<file path="src/rtl/noc_pkg.sv">
// Shared NoC definitions: header field offsets, length width, header struct, packetizer FSM states.
// Offsets are functions of the coordinate width so one package serves any CS.
// noc_header_t is laid out for the default CS=2 / MAX_PACKAGES=4 build.
package noc_pkg;

  // Width of a length field able to hold 0..max_packages
  function automatic int len_w(input int max_packages);
    return $clog2(max_packages) + 1;
  endfunction

  // Header field offsets (LSB position) for coordinate width cs
  function automatic int off_dest_x(input int cs);
    return 0;
  endfunction

  function automatic int off_dest_y(input int cs);
    return cs;
  endfunction

  function automatic int off_src_x(input int cs);
    return 2 * cs;
  endfunction

  function automatic int off_src_y(input int cs);
    return 3 * cs;
  endfunction

  function automatic int off_len(input int cs);
    return 4 * cs;
  endfunction

  localparam int NOC_CS    = 2;
  localparam int NOC_MAX   = 4;
  localparam int NOC_LEN_W = len_w(NOC_MAX);

  // Declared MSB first so dest_x lands in the lowest bits
  typedef struct packed {
    logic [NOC_LEN_W-1:0] len;
    logic [NOC_CS-1:0]    src_y;
    logic [NOC_CS-1:0]    src_x;
    logic [NOC_CS-1:0]    dest_y;
    logic [NOC_CS-1:0]    dest_x;
  } noc_header_t;

  typedef enum logic [1:0] {
    ST_IDLE    = 2'd0,
    ST_HEADER  = 2'd1,
    ST_PAYLOAD = 2'd2
  } noc_state_t;

endpackage

</file>
<file path="src/rtl/axis_if.sv">
// AXI-Stream bundle between core, packetizer and router.
// m drives data/valid/last, s drives ready.
// tlast is not part of the slave view: the packetizer ignores payload framing.
interface axis_if #(
  parameter int DATA_WIDTH = 32
);
  logic [DATA_WIDTH-1:0] tdata;
  logic                  tvalid;
  logic                  tready;
  logic                  tlast;

  modport m (output tdata, output tvalid, output tlast, input tready);
  modport s (input tdata, input tvalid, output tready);
endinterface

</file>
<file path="src/rtl/axis_out_slice.sv">
// Single-entry registered output stage for a stream.
// Latency: 1 cycle from load to valid on the output.
// Backpressure: holds data/last stable while valid & !ready; ready to load when empty or draining.
module axis_out_slice #(
  parameter int DATA_WIDTH = 32
) (
  input  logic                  clk,
  input  logic                  rst,
  input  logic                  load_valid,
  output logic                  load_ready,
  input  logic [DATA_WIDTH-1:0] load_data,
  input  logic                  load_last,
  output logic [DATA_WIDTH-1:0] out_data,
  output logic                  out_valid,
  output logic                  out_last,
  input  logic                  out_ready
);

  // Free when empty or the current flit leaves this cycle (drain and refill without a bubble)
  assign load_ready = !out_valid || out_ready;

  // Output register: update only when free, otherwise hold the stalled flit
  always_ff @(posedge clk or posedge rst) begin
    if (rst) begin
      out_valid <= 1'b0;
      out_data  <= '0;
      out_last  <= 1'b0;
    end else if (load_ready) begin
      out_valid <= load_valid;
      if (load_valid) begin
        out_data <= load_data;
        out_last <= load_last;
      end
    end
  end

endmodule

</file>
<file path="src/rtl/noc_packetizer.sv">
// Core-side NoC transmitter: request + payload stream -> header flit then payload flits, tlast on final.
// Latency: header 1 cycle after entering HEADER, payload 1 cycle input to output, 1 flit/cycle.
// Backpressure: out stall holds the output register and drops in.tready; optional macro NOC_PACKETIZER_SRC_HDR_EN.
module noc_packetizer
  import noc_pkg::*;
#(
  parameter int DATA_WIDTH   = 32,
  parameter int CS           = 2,
  parameter int MAX_PACKAGES = 4,
  parameter int router_X     = 0,
  parameter int router_Y     = 0,
  localparam int LEN_W       = len_w(MAX_PACKAGES)
) (
  input  logic             clk,
  input  logic             rst,
  input  logic             req_valid,
  output logic             req_ready,
  input  logic [CS-1:0]    req_dest_x,
  input  logic [CS-1:0]    req_dest_y,
  input  logic [LEN_W-1:0] req_len,
  output logic             len_err,
  axis_if.s                in,
  axis_if.m                out
);

  localparam int OFF_DX  = off_dest_x(CS);
  localparam int OFF_DY  = off_dest_y(CS);
  localparam int OFF_SX  = off_src_x(CS);
  localparam int OFF_SY  = off_src_y(CS);
  localparam int OFF_LEN = off_len(CS);
  localparam logic [LEN_W-1:0] LEN_MAX = LEN_W'(MAX_PACKAGES);

`ifdef NOC_PACKETIZER_SRC_HDR_EN
  localparam logic [CS-1:0] SRC_X = CS'(router_X);
  localparam logic [CS-1:0] SRC_Y = CS'(router_Y);
`else
  localparam logic [CS-1:0] SRC_X = '0;
  localparam logic [CS-1:0] SRC_Y = '0;
`endif

  noc_state_t state, state_nxt;

  logic [CS-1:0]         dest_x, dest_y;
  logic [LEN_W-1:0]      len, remaining;
  logic [DATA_WIDTH-1:0] header;
  logic                  req_fire;
  logic                  in_ready;
  logic                  in_fire;
  logic                  slice_ready;
  logic                  load_valid;
  logic [DATA_WIDTH-1:0] load_data;
  logic                  load_last;

  assign req_fire = req_valid && req_ready;
  assign in_fire  = in.tvalid && in_ready;
  assign in.tready = in_ready;

  // Assemble the header word from the latched request; unused bits stay 0
  always_comb begin
    header = '0;
    header[OFF_DX +: CS]     = dest_x;
    header[OFF_DY +: CS]     = dest_y;
    header[OFF_SX +: CS]     = SRC_X;
    header[OFF_SY +: CS]     = SRC_Y;
    header[OFF_LEN +: LEN_W] = len;
  end

  // State register
  always_ff @(posedge clk or posedge rst) begin
    if (rst) state <= ST_IDLE;
    else     state <= state_nxt;
  end

  // Next state, handshakes and output-stage load control
  always_comb begin
    state_nxt  = state;
    req_ready  = 1'b0;
    in_ready   = 1'b0;
    load_valid = 1'b0;
    load_data  = header;
    load_last  = 1'b0;
    case (state)
      ST_IDLE: begin
        // Gated by rst so the request side looks busy throughout reset
        req_ready = !rst;
        if (req_valid && !rst) state_nxt = ST_HEADER;
      end
      ST_HEADER: begin
        if (slice_ready) begin
          load_valid = 1'b1;
          load_last  = (len == '0);
          state_nxt  = (len == '0) ? ST_IDLE : ST_PAYLOAD;
        end
      end
      ST_PAYLOAD: begin
        in_ready  = slice_ready;
        load_data = in.tdata;
        load_last = (remaining <= LEN_W'(1));
        if (in.tvalid && slice_ready) begin
          load_valid = 1'b1;
          if (remaining <= LEN_W'(1)) state_nxt = ST_IDLE;
        end
      end
      default: state_nxt = ST_IDLE;
    endcase
  end

  // Request latch (length clamped to MAX_PACKAGES), sticky error and remaining-flit counter
  always_ff @(posedge clk or posedge rst) begin
    if (rst) begin
      dest_x    <= '0;
      dest_y    <= '0;
      len       <= '0;
      remaining <= '0;
      len_err   <= 1'b0;
    end else begin
      if (req_fire) begin
        dest_x <= req_dest_x;
        dest_y <= req_dest_y;
        if (req_len > LEN_MAX) begin
          len     <= LEN_MAX;
          len_err <= 1'b1;
        end else begin
          len <= req_len;
        end
      end
      if (state == ST_HEADER && slice_ready) begin
        remaining <= len;
      end else if (in_fire && remaining != '0) begin
        remaining <= remaining - LEN_W'(1);
      end
    end
  end

  axis_out_slice #(.DATA_WIDTH(DATA_WIDTH)) u_out_slice (
    .clk        (clk),
    .rst        (rst),
    .load_valid (load_valid),
    .load_ready (slice_ready),
    .load_data  (load_data),
    .load_last  (load_last),
    .out_data   (out.tdata),
    .out_valid  (out.tvalid),
    .out_last   (out.tlast),
    .out_ready  (out.tready)
  );

endmodule

</file>
<file path="src/flat_wrapper.sv">
// flat-port wrapper written by rule: the top's interface ports become plain ports
module noc_packetizer_flat import noc_pkg::*;
#(
  parameter int DATA_WIDTH   = 32,
  parameter int CS           = 2,
  parameter int MAX_PACKAGES = 4,
  parameter int router_X     = 0,
  parameter int router_Y     = 0,
  localparam int LEN_W       = len_w(MAX_PACKAGES)
)
  (clk, rst, req_valid, req_ready, req_dest_x, req_dest_y, req_len, len_err, in_tdata, in_tvalid, in_tready, out_tdata, out_tvalid, out_tlast, out_tready);
  axis_if #(.DATA_WIDTH(DATA_WIDTH)) in_i ();
  axis_if #(.DATA_WIDTH(DATA_WIDTH)) out_i ();
  input  logic clk;
  input  logic rst;
  input  logic req_valid;
  output logic req_ready;
  input  logic [CS-1:0] req_dest_x;
  input  logic [CS-1:0] req_dest_y;
  input  logic [LEN_W-1:0] req_len;
  output logic len_err;
  input wire logic [$bits(in_i.tdata)-1:0] in_tdata;
  input wire logic [$bits(in_i.tvalid)-1:0] in_tvalid;
  output wire logic [$bits(in_i.tready)-1:0] in_tready;
  output wire logic [$bits(out_i.tdata)-1:0] out_tdata;
  output wire logic [$bits(out_i.tvalid)-1:0] out_tvalid;
  output wire logic [$bits(out_i.tlast)-1:0] out_tlast;
  input wire logic [$bits(out_i.tready)-1:0] out_tready;
  assign in_i.tdata = in_tdata;
  assign in_i.tvalid = in_tvalid;
  assign in_tready = in_i.tready;
  assign out_tdata = out_i.tdata;
  assign out_tvalid = out_i.tvalid;
  assign out_tlast = out_i.tlast;
  assign out_i.tready = out_tready;
  noc_packetizer #(.DATA_WIDTH(DATA_WIDTH), .CS(CS), .MAX_PACKAGES(MAX_PACKAGES), .router_X(router_X), .router_Y(router_Y)) u_core (.clk(clk), .rst(rst), .req_valid(req_valid), .req_ready(req_ready), .req_dest_x(req_dest_x), .req_dest_y(req_dest_y), .req_len(req_len), .len_err(len_err), .in(in_i), .out(out_i));
endmodule
</file>
<file path="config.mk">
export PLATFORM = sky130hd
export DESIGN_NAME = noc_packetizer_flat
export DESIGN_NICKNAME = d
export VERILOG_FILES = /design/src/rtl/noc_pkg.sv /design/src/rtl/axis_if.sv /design/src/rtl/axis_out_slice.sv /design/src/rtl/noc_packetizer.sv /design/src/flat_wrapper.sv
export SDC_FILE = /design/constraint.sdc
export NUM_CORES = 1
export LEC_CHECK = 0
export ABC_AREA = 1
export CAP_MARGIN = 20
export CORE_ASPECT_RATIO = 0.8
export CORE_MARGIN = 5
export CORE_UTILIZATION = 60
export DETAILED_ROUTE_END_ITERATION = 10
export DONT_BUFFER_PORTS = 1
export MAX_ROUTING_LAYER = met4
export PLACE_DENSITY = 0.76
export SYNTH_ARGS = -nofsm -noshare
export SYNTH_HDL_FRONTEND = slang
export SYNTH_SLANG_ARGS = --single-unit
</file>
<file path="constraint.sdc">
create_clock -name clk -period 2.9 [get_ports clk]
set_clock_uncertainty 0.15 [all_clocks]
set_input_delay 0.145 -clock clk [delete_from_list [all_inputs] [get_ports clk]]
set_output_delay 0.145 -clock clk [all_outputs]
set_load 0.03 [all_outputs]
</file>
# Yosys cells after proc, flatten, opt, wreduce, memory -nomap -nowiden
# Index checks and enable logic that the tools add are counted.
[classes] div=0 n_shift=0 n_eq_ne=6 add_sub_neg=1 multipliers=0 n_bitwise=0 n_mux=16 n_reduce_logical=16 order_cmp=2
[op_table] cell="32-bit two-way mux" count=1
[op_table] cell="2-bit two-way mux" count=5
[op_table] cell="3-bit two-way mux" count=3
[op_table] cell="2-bit by 1-bit != test with 1-bit output, second input constant" count=4
[op_table] cell="1-bit logical AND" count=6
[op_table] cell="2-bit one-hot mux with 3 select lines" count=1
[op_table] cell="1-bit two-way mux" count=4
[op_table] cell="1-bit one-hot mux with 2 select lines" count=2
[op_table] cell="2-bit AND reduction" count=2
[op_table] cell="4-bit AND reduction" count=1
[op_table] cell="3-bit > comparator, second input constant" count=1
[op_table] cell="3-bit by 1-bit <= comparator with 1-bit output, second input constant" count=1
[op_table] cell="3-bit logical NOT" count=1
[op_table] cell="3-bit nonzero test" count=1
[op_table] cell="3-bit by 1-bit subtractor with 3-bit output, second input constant" count=1
[op_table] cell="2-bit by 1-bit equality test with 1-bit output, second input constant" count=1
[op_table] cell="2-bit equality test, second input constant" count=1
[op_table] cell="1-bit logical NOT" count=2
[op_table] cell="2-bit logical NOT" count=1
[op_table] cell="2-bit nonzero test" count=1
[op_table] cell="1-bit logical OR" count=1
[totals] elab_cells=50 mem_count=0 output_inout_bits=37 rom_bits=0 reg_bits=47 latch_bits=0 ram_bits=0

# Depth between registers and ports, before layout
[depth] ltp_word=7 ltp_mapped=10

# Modules after synthesis
# From an unflattened synthesis, not the netlist that was laid out.
[hier_totals] hier_cells=310 area_unflattened_um2=2411.1
[by_module_without_submodules] mod="axis_out_slice" instances=1 area_per_inst_um2=1376.3 cells_per_inst=148
[by_module_without_submodules] mod="noc_packetizer" instances=1 area_per_inst_um2=1034.7 cells_per_inst=162

# Worst setup path before layout
# Ideal clock, no wire load.
[synth_path] path_type="input port to flip-flop" startpoint="input port rst" endpoint="register u_core.len_err" setup_slack_ps=866 path_stages=6 t_required_ps=2672 arrival_time_ps=1806 path_buffers=1 cell_sequence="inv_1 -> nand2_1 -> nor2_1 -> buf_2 -> nand2_1 -> o21bai_1"
[synth_between] elab_chain_len=4
[synth_rtl] element="from (decl)" line="flat_wrapper.sv:15" rtl="input logic rst;"
[synth_rtl] element="1-bit logical NOT (no line)"
[synth_rtl] element="1-bit two-way mux" line="noc_packetizer.sv:82" rtl="case (state)"
[synth_rtl] element="1-bit logical AND" line="noc_packetizer.sv:54" rtl="assign req_fire = req_valid && req_ready;"
[synth_rtl] element="2-bit AND reduction (no line)"
[synth_rtl] element="to (signal assigned)" line="noc_packetizer.sv:115" rtl="len_err <= 1'b0;"
[synth_rtl] element="to (signal assigned)" line="noc_packetizer.sv:122" rtl="len_err <= 1'b1;"
[synth_rtl] element="to (decl)" line="noc_packetizer.sv:21" rtl="output logic len_err,"
# Every way passes these cells.
# A chain may end at the register's enable or synchronous reset.

# Worst setup path after layout
[layout_path] startpoint="register u_core.state[0]" endpoint="output port in_tready"
[layout_between] elab_chain_len=2
[layout_rtl] element="from (decl)" line="noc_packetizer.sv:41" rtl="noc_state_t state, state_nxt;"
[layout_rtl] element="from (signal assigned)" line="noc_packetizer.sv:71" rtl="else state <= state_nxt;"
[layout_rtl] element="2-bit equality test" line="noc_packetizer.sv:82"
[layout_rtl] element="1-bit two-way mux" line="noc_packetizer.sv:82"
[layout_rtl] element="to (decl)" line="flat_wrapper.sv:24" rtl="output wire logic [$bits(in_i.tready)-1:0] in_tready;"
# Every way passes these cells.

==> reports/summary.log <==
INFO  global_routing global_route.overflow_total=0
INFO  status         run_status=complete, no violations
INFO  pwr            ir_worst_vdd=833.2uV
INFO  worst_setup_path reg2reg_setup_slack=870ps
INFO  sta            grt_setup_unrepaired=false
INFO  drt            drt_first_pass_iters=4
INFO  die            coreArea=3754squm
INFO  sta            maxSlewViolCount=0
INFO  global_routing antenna_violations_before_repair=0
INFO  worst_setup_path crit_required=2610ps
INFO  cts            cts_buffers=5
INFO  synth          synthesis.area_per_instance=9.141squm
INFO  synth          synthMostInstantiatedCell=nand2_1
INFO  synth          synth_fp_nets=302
INFO  synth          synth.cell_area=2303squm
INFO  global_routing global_routing_usage_on_met1=25.00%
INFO  worst_setup_path critPathTopFamily=buffers and inverters
INFO  synth          netlist_instances=252
INFO  worst_hold_path whs_path_depth=4
INFO  worst_setup_path data_arrival_time_of_the_critical_path=1830ps
INFO  cts            tritoncts=done
INFO  worst_setup_path critical_path_cell_sequence=inv_1, ha_1, buf_4, inv_1, a21oi_1, buf_4
INFO  drt            drt-total-wl=4925um
INFO  cts            clock_latency=290ps
INFO  sta            fmax=471.1MHz
INFO  worst_setup_path worst_setup_path_start_kind=register
INFO  drt            wl_per_cell=14.70um
INFO  sta            transition_time_at_the_pin_with_the_least_slew_margin=805.1ps
INFO  worst_hold_path hold-path-endpoint=u_core.state[0]
INFO  cts            cts_max_path_buffers=2
INFO  synth          synth_top_area_cell=dfrtp_1
INFO  sta            min_period_over_period=73.20%
INFO  synth          synth.cells.most_frequent=nand2_1 (91), dfrtp_1 (47), o21ai_2 (25)
INFO  global_routing grt_max_degree=67
INFO  global_routing grt_use_met3=5.342%
INFO  drt            post_route_drc=0
INFO  sta            timing_hold_violations_final=0
INFO  global_routing first_pass_grt_wire_length=8176um
INFO  worst_setup_path worstReg2RegEnd=u_core.u_out_slice.out_data[1]
INFO  drt            initial_drc_count=94
INFO  drt            detailroute.via_count=1764
INFO  synth          netlist_top_cells_area=dfrtp_1 (51%), nand2_1 (15%), o21ai_2 (9.5%)
INFO  global_routing most_used_routing_layer=met2
INFO  die            die-width=79.28um
INFO  worst_setup_path timing.critical_path.fanout_max=34
INFO  worst_setup_path timing.reg2reg.worst_path_depth=6
INFO  global_routing overall_routing_resource_usage=20.62%
INFO  synth          synth_top_area_share=51.06%
INFO  die            dieHeight=65.42um
INFO  synth          async_reset_ff_share=100.0%
INFO  synth          number_of_enable_flip_flop_cells_after_synthesis=0
INFO  cts            postCtsResizedCells=0
INFO  synth          synth.yosys.warnings=0
INFO  layout         flow.area_growth_from_synthesis=20.75%
INFO  worst_hold_path worst_hold_startpoint=in_tvalid
INFO  synth          ys_types=22
INFO  die            initial_core_util=61.37%
INFO  run            max_cap_violations=0
INFO  pwr            p_leak=0.001316uW
INFO  drt            detail-route-antenna-nets=0
INFO  cts            clock_tree.htree_level_count=2
INFO  layout         insertedDiodeCount=0
INFO  layout         finalNetCount=341
INFO  pwr            p_per_area=1142nW/um^2
INFO  cts            cts_num_sinks=47
INFO  worst_setup_path critical_path.n_buffers_inverters=4
INFO  global_routing first_global_vias=1742
INFO  die            core.rowCount=20
INFO  cts            clkSlewWorstSetupHoldPaths=80ps
INFO  sta            relSlewSlack=46.32%
INFO  sta            fin_crit=2123ps
INFO  global_routing grtUsageMet2=35.08%
INFO  worst_setup_path criticalPathCategory=register to primary output
INFO  worst_setup_path cp-end-kind=primary output
INFO  placement      port_buffers=0
INFO  worst_setup_path critical-path-max-stage-delay=400ps
INFO  cts            clock-root-buffer=clkbuf_8
INFO  placement      gp_routability_congestion=0.8091
INFO  die            io_pins=81
INFO  worst_hold_path worst_hold_path_type=input pin to register
INFO  sta            finalSetupViolations=0
INFO  worst_setup_path critical_path.slowest_cell=dfrtp_1
INFO  worst_setup_path r2r_start=u_core.u_out_slice.out_valid
INFO  synth          synth-seq-area-share=51.06%
INFO  die            floorplan.die_area=5186squm
INFO  synth          postSynthRegisterBits=47
INFO  drt            routed_via_density=5.266
INFO  layout         final_layout_size_suffix_gt1_share=15.81%
INFO  synth          postSynth.topFlopCell=dfrtp_1
INFO  placement      dp_hpwl=3134um
INFO  sta            totalNegativeSetupSlack=0ps
INFO  pwr            p_total=3177uW
==> cell usage in the layout (no fill, tap or decap) <==
cell and instances:
inv_2 2, o21ai_1 5, nand3_1 8, dfrtp_1 47
a21oi_1 2, dlygate4sd3_1 41, nor2_1 5, nand2_1 91
nand2_2 7, mux2i_1 4, clkbuf_8 5, clkbuf_1 1
o21ai_0 14, bufinv_16 1, nand2_4 3, buf_4 3
inv_1 17, nand4_1 3, o21bai_1 1, ha_1 6
o21ai_2 25
==> flip-flops by register name (all words and copies together) (netlist names) <==
signal and flops:
u_core.u_out_slice.out_last 1, u_core.u_out_slice.out_data 32, u_core.dest_y 2, u_core.state 2, u_core.dest_x 2, u_core.remaining 3, u_core.len 3, u_core.u_out_slice.out_valid 1
u_core.len_err 1
==> cells by family (layout without fill, tap and decap cells) <==
| family | after synthesis | in the layout | synth area share [%] |
|---|---|---|---|
| simple gates | 117 | 117 | 21.56 |
| fa+ha+maj | 6 | 6 | 3.259 |
| mux | 4 | 4 | 1.738 |
| compound gates | 47 | 47 | 14.39 |
| flops | 47 | 47 | 51.06 |
| buf+inv | 31 | 70 | 7.985 |
==> worst max-delay path by stage <==
stage,start,cells past startpoint,end
final,u_core.state[0],6,in_tready
after global routing,u_core.state[0],6,in_tready
after CTS,u_core.state[0],6,in_tready
after detailed placement,u_core.u_out_slice.out_valid,6,u_core.u_out_slice.out_data[1]
after global placement,u_core.u_out_slice.out_valid,6,u_core.u_out_slice.out_data[8]
after floorplan,rst,6,u_core.len_err
==> power breakdown <==
part           leakage (uW)  internal [uW]  switching (uW)  total [uW]
registers          0.000620            953             674        1630
clock network     0.0000513            253             200         453
logic              0.000645            391             706        1100
==> cell type report <==
| type | count | area [sq um] |
|---|---|---|
| clock inverter | 1 | 30.03 |
| tap | 44 | 55.05 |
| timing repair buffer | 44 | 432.9 |
| inverter | 19 | 71.32 |
| multi-input combinational | 174 | 943.4 |
| clock buffer | 6 | 72.57 |
| fill | 276 | 972.2 |
| sequential | 47 | 1176 |
==> routing by layer <==
layer	part of all wire, %	vias to the layer above
met3	8.3	2
met2	51	70
met5	0	-
li1	-	874
met1	41	818
met4	0.35	0
==> worst reg2reg max path, cell delays in order, from the launching register on <==
cell	delay, ps
dfrtp_1	590
nand2_4	120
nand2_4	110
nand2_2	90
nand2_4	570
nand2_1	230
o21ai_2	90
==> stage by stage <==
stage / instance area [sq um] / utilization [%] / hold WS, ps / setup slack, ps / instances
final: 2781 / 74.10 / 9.348 / 777.1 / 335
after global routing: 2781 / 74.10 / 40.27 / 630.6 / 335
after CTS: 2781 / 74.10 / 1.346 / 754.7 / 335
after detailed placement: 2268 / 60.43 / 75.85 / 888.7 / 287
after global placement: 2268 / 60.43 / 74.30 / 959.0 / 287
after floorplan: 2303 / - / 111.6 / 865.8 / 252
==> what timing repair did <==
| action | CTS | global route |
|---|---|---|
| buffers inserted | 0 | 0 |
| hold endpoints to repair | 88 | 0 |
| setup endpoints to repair | 0 | 0 |
| hold buffers | 41 | 0 |
(Power assumes the default switching activity.)
